$ cat src/rtl/uart_tx_arbiter.sv
// Round-robin arbiter granting one shared UART transmitter to NUM_REQ requesters.
// Optional frame timeout is enabled by defining UART_TX_ARB_TIMEOUT_EN.
//
// state       | meaning
// ST_IDLE     | no frame in flight, sampling i_req for the next winner
// ST_LAUNCH   | o_tx_signal pulse, byte and parity latched
// ST_WAIT_DONE| waiting for i_tx_done (or timeout when enabled)
// ST_ACK      | o_ack pulse to the granted requester, grant released
module uart_tx_arbiter #(
  parameter int NUM_REQ        = 4,
  parameter int DATA_WIDTH     = 8,
  parameter int PARITY_ODD     = 0,
  parameter int TIMEOUT_CYCLES = 200000
) (
  input  logic                          i_clock,
  input  logic                          i_reset,
  input  logic [NUM_REQ-1:0]            i_req,
  input  logic [NUM_REQ*DATA_WIDTH-1:0] i_req_data,
  output logic [NUM_REQ-1:0]            o_grant,
  output logic [NUM_REQ-1:0]            o_ack,
  output logic                          o_tx_signal,
  output logic [DATA_WIDTH-1:0]         o_tx_data_byte,
  output logic                          o_tx_parity,
  input  logic                          i_tx_done,
  output logic                          o_busy,
  output logic                          o_timeout
);

  localparam int PTR_W = (NUM_REQ > 1) ? $clog2(NUM_REQ) : 1;

  localparam logic [1:0] ST_IDLE      = 2'd0;
  localparam logic [1:0] ST_LAUNCH    = 2'd1;
  localparam logic [1:0] ST_WAIT_DONE = 2'd2;
  localparam logic [1:0] ST_ACK       = 2'd3;

  if (NUM_REQ < 2 || NUM_REQ > 8 || TIMEOUT_CYCLES < 2) begin : g_bad_param
    $error("uart_tx_arbiter: NUM_REQ must be 2..8 and TIMEOUT_CYCLES at least 2");
  end

  logic [1:0]            state;
  logic [PTR_W-1:0]      rr_ptr;
  logic [PTR_W-1:0]      win_idx;
  logic [PTR_W-1:0]      cand_idx;
  logic [PTR_W-1:0]      next_ptr;
  logic                  win_found;
  logic [NUM_REQ-1:0]    win_onehot;
  logic [DATA_WIDTH-1:0] win_data;
  logic                  win_parity;
  logic                  timeout_hit;
  int                    cand;

  // Scan from the pointer upward with wrap; first requester found wins.
  always_comb begin
    win_found = 1'b0;
    win_idx   = '0;
    cand      = 0;
    cand_idx  = '0;
    for (int i = 0; i < NUM_REQ; i++) begin
      cand = int'(rr_ptr) + i;
      if (cand >= NUM_REQ) cand = cand - NUM_REQ;
      cand_idx = PTR_W'(cand);
      if (!win_found && i_req[cand_idx]) begin
        win_found = 1'b1;
        win_idx   = cand_idx;
      end
    end
  end

  always_comb begin
    win_onehot = '0;
    win_data   = '0;
    for (int k = 0; k < NUM_REQ; k++) begin
      if (win_idx == PTR_W'(k)) begin
        win_onehot[k] = 1'b1;
        win_data      = i_req_data[k*DATA_WIDTH +: DATA_WIDTH];
      end
    end
  end

  assign win_parity = (^win_data) ^ (PARITY_ODD != 0);
  assign next_ptr   = (win_idx == PTR_W'(NUM_REQ - 1)) ? '0 : win_idx + 1'b1;

`ifdef UART_TX_ARB_TIMEOUT_EN
  localparam int              TO_W    = $clog2(TIMEOUT_CYCLES);
  localparam logic [TO_W-1:0] TO_LAST = TO_W'(TIMEOUT_CYCLES - 1);

  logic [TO_W-1:0] to_cnt;

  assign timeout_hit = (state == ST_WAIT_DONE) && !i_tx_done && (to_cnt == TO_LAST);

  // Counts whole cycles spent in WAIT_DONE; cleared whenever the frame leaves it.
  always_ff @(posedge i_clock) begin
    if (i_reset) begin
      to_cnt    <= '0;
      o_timeout <= 1'b0;
    end else begin
      o_timeout <= timeout_hit;
      if (state == ST_WAIT_DONE && !i_tx_done && !timeout_hit) begin
        to_cnt <= to_cnt + 1'b1;
      end else begin
        to_cnt <= '0;
      end
    end
  end
`else
  assign timeout_hit = 1'b0;
  assign o_timeout   = 1'b0;
`endif

  always_ff @(posedge i_clock) begin
    if (i_reset) begin
      state          <= ST_IDLE;
      rr_ptr         <= '0;
      o_grant        <= '0;
      o_ack          <= '0;
      o_tx_signal    <= 1'b0;
      o_tx_data_byte <= '0;
      o_tx_parity    <= 1'b0;
      o_busy         <= 1'b0;
    end else begin
      o_tx_signal <= 1'b0;
      o_ack       <= '0;
      case (state)
        ST_IDLE: begin
          if (win_found) begin
            o_grant        <= win_onehot;
            o_tx_data_byte <= win_data;
            o_tx_parity    <= win_parity;
            rr_ptr         <= next_ptr;
            o_tx_signal    <= 1'b1;
            o_busy         <= 1'b1;
            state          <= ST_LAUNCH;
          end
        end
        ST_LAUNCH: begin
          state <= ST_WAIT_DONE;
        end
        ST_WAIT_DONE: begin
          if (i_tx_done || timeout_hit) begin
            o_ack <= o_grant;
            state <= ST_ACK;
          end
        end
        ST_ACK: begin
          o_grant <= '0;
          o_busy  <= 1'b0;
          state   <= ST_IDLE;
        end
        default: begin
          o_grant <= '0;
          o_busy  <= 1'b0;
          state   <= ST_IDLE;
        end
      endcase
    end
  end

endmodule

$ cat config.mk
export PLATFORM = sky130hd
export DESIGN_NAME = uart_tx_arbiter
export DESIGN_NICKNAME = d
export VERILOG_FILES = /design/src/rtl/uart_tx_arbiter.sv
export SDC_FILE = /design/constraint.sdc
export NUM_CORES = 1
export LEC_CHECK = 0
export ABC_CLOCK_PERIOD_IN_PS = 3660
export BUFFER_PORTS_ARGS = -buffer_cell sky130_fd_sc_hd__buf_2
export CAP_MARGIN = 10
export CORE_ASPECT_RATIO = 0.9
export CORE_MARGIN = 2
export CORE_UTILIZATION = 35
export DETAILED_ROUTE_END_ITERATION = 7
export GPL_ROUTABILITY_DRIVEN = 0
export SLEW_MARGIN = 20
export SYNTH_ARGS = -nofsm -noshare
export SYNTH_HDL_FRONTEND = slang
export SYNTH_SLANG_ARGS = --single-unit
$ cat constraint.sdc
create_clock -name i_clock -period 3.66 [get_ports i_clock]
set_input_delay 0.183 -clock i_clock [delete_from_list [all_inputs] [get_ports i_clock]]
set_output_delay 0.183 -clock i_clock [all_outputs]
set_load 0.01 [all_outputs]
==> out/results.tsv <==
metric	value	unit
run status	completed	
Layout Nets	255	
Post-Syn Instances	152	
clock slew at reported path FFs	0.08	ns
share of cells above drive strength 1	30.43	%
Worst Skew	0.001248	ns
row count	20	
RSZ-0062 raised after global routing	false	
Overflow after GRT	0	
most used cell, CP	a211o_1	
CTS Hold Bufs	0	
Hold Crit Start	i_reset	
post-route cell area	1643	um2
Worst Path Arrival	3.62	ns
initial antenna violation count	0	
Comb pwr share	59.4	%
FF+latch count, synth	23	
vias per inst	5.486	
Leak	0.7755	nW
internal power	739.5	uW
peak supply drop	373.9	uV
largest net degree at the start of global routing	21	
slowest CP cell	dfxtp_1	
Worst-Skew Late Latency	0.26	ns
startpoint class of the critical path	register	
Levels on crit path	11	
Crit path max-delay family	compound AO/OA/AOI/OAI gates	
worst path buffer plus inverter count	1	
Critical Path Source	rr_ptr[1]	
Setup violations, final	0	
Mapped Area	1277	um2
top cell type by total area after synthesis	dfxtp_1	
PortBufs	57	
Switching Share	44.16	%
DP HPWL	2.768	mm
Synth Flop Type	dfxtp_1	
Seq pwr share	28.8	%
top cells by area, synth	dfxtp_1, ha_1, nor2_1	
Num CTS Buffers	3	
average cell area after synthesis	8.404	um2
hold crit path type	in -> reg	
synthesized netlist net count	199	
H-tree depth	1	
Worst Path Required	3.83	ns
post-route ant nets	0	
Residual DRC	0	
root buffer cell	clkbuf_8	
Tcrit/Tclk final	94.07	%
setup ws final	0.2170	ns
Crit. End Element	register	
Max-Cap Viols	0	
post-synth top area share	36.04	%
Final Hold Vio Count	0	
Antenna Cells	0	
Tot GR Track Use	18.19	%
post-synth cell types	35	
CTS sink count	23	
Starting Density	37.26	%
Synth-to-Final Area Change	28.60	%
initial DRC count	62	
die footprint	4150	um2
Syn. warnings	0	
Post-CTS Setup Bufs	0	
Post-synth EDFFs	0	
DR WL/cell	14.21	um
Core Region	3428	um2
R2R Path Start	rr_ptr[1]	
global-route wire length before repair	5.644	mm
post-CTS resize count	0	
Psw	584.9	uW
critical path fanouts, max	7	
Filler cells	344	
Reg2Reg Depth	11	
Fmax achieved	290.4	MHz
Min-Delay Path Depth	2	
drt total wl	3.567	mm
Max-slew headroom	55.94	%
Vias	1377	
vias in the first global route	1300	
post-route minimum period	3.443	ns
Crit Path Class	reg -> reg	
Final Total Pwr	1.324	mW
sequential share of the synthesized area	36.04	%
Worst-Margin Slew	0.6549	ns
DR pass1 iterations	4	
clock group share of total power	11.7	%
R2R Setup Slk	0.22	ns
I/O pin total	59	
die width	67.68	um
Max clock buf depth	2	
dominant cell by count in the synthesized netlist	dfxtp_1	
PD cells	806.2	nW/um2
pre-CTS setup slack	0.1710	ns
most frequent cells after synthesis	dfxtp_1, nor2_1, a21oi_1, nand2_1, ha_1	
Area after DPL	1593	um2
Die Span Y	61.32	um
Setup TNS	0	ns
final max-slew violation count	0	
post-synthesis async set-or-reset flop share	0	%
slowest stage delay, CP	0.43	ns
critical-path cell list	mux2i_1, nor2_1, nor3_2, inv_1, ha_1, or2_0, a221o_1, a211o_1, a211o_1, a211o_1, a311oi_1	
CTS tree	yes	
[final timing paths]
check	to
setup / recovery	o_tx_parity
hold / removal	state[1]
setup reg to reg	o_tx_parity
hold reg to reg	o_tx_data_byte[7]
[routing by layer]
layer / GRT usage (%) / part of all wire [%]
met1: 21.15 / 43
met2: 32.91 / 50
met3: 4.205 / 5.3
met4: 6.414 / 1.5
met5: 0 / 0
[placed cells by master, fill, tap and decap left out, drive strengths merged, types with 2 or more instances in the layout]
cell type / count
nor2b: 2
nand2b: 2
nor3b: 2
o22ai: 4
nor2: 19
a21oi: 12
dfxtp: 23
o211ai: 4
a221oi: 6
a211oi: 4
inv: 7
buf: 58
o22a: 4
nor3: 6
clkbuf: 4
a22oi: 4
mux2i: 2
o211a: 2
and2: 6
o21a: 2
ha: 8
nand2: 9
a31oi: 2
a211o: 4
a221o: 3
[kinds of logic (layout without fill, tap and decap cells)]
group	count (synthesis)	count (layout)	synth area share, %
multiplexers	2	2	1.567
buffers and inverters	14	69	4.603
other	1	1	0.2935
AND/OR/NAND/NOR	51	51	19.20
flip-flops	23	23	36.04
adder cells (fa/ha/maj)	8	8	7.836
AO/OA/AOI/OAI	53	53	30.46
[sequential cells by signal, indices dropped and copies added (netlist names)]
name and flops:
o_busy 1, o_tx_data_byte 8, state 2, o_tx_parity 1
o_ack 4, rr_ptr 2, o_grant 4, o_tx_signal 1
[through the flow]
step | util (%) | cells | hold slack [ns]
2_1_floorplan | - | 152 | 0.4115
3_3_place_gp | 46.46 | 247 | 0.4420
3_5_place_dp | 46.46 | 247 | 0.4517
4_1_cts | 47.77 | 251 | 0.3105
5_1_grt | 47.92 | 251 | 0.3157
6_report | 47.92 | 251 | 0.3109
[power by group through the flow]
stage | clock [mW] | sequential (mW) | combinational [mW]
after floorplan | 0 | 0.412 | 0.545
after global placement | 0 | 0.383 | 0.752
after detailed placement | 0 | 0.390 | 0.777
after CTS | 0.163 | 0.384 | 0.783
after global routing | 0.170 | 0.393 | 0.877
final | 0.155 | 0.382 | 0.787
[layout make-up]
| cell class | count | area [um2] | share of cell area (%) |
|---|---|---|---|
| Timing Repair Buffer | 58 | 292.8 | 17.82 |
| Multi-Input combinational cell | 115 | 763.2 | 46.46 |
| Sequential cell | 23 | 460.4 | 28.03 |
| Clock buffer | 4 | 45.04 | 2.742 |
| Inverter | 7 | 26.28 | 1.599 |
| Tap cell | 44 | 55.05 | 3.351 |
(Power assumes the default switching activity.)
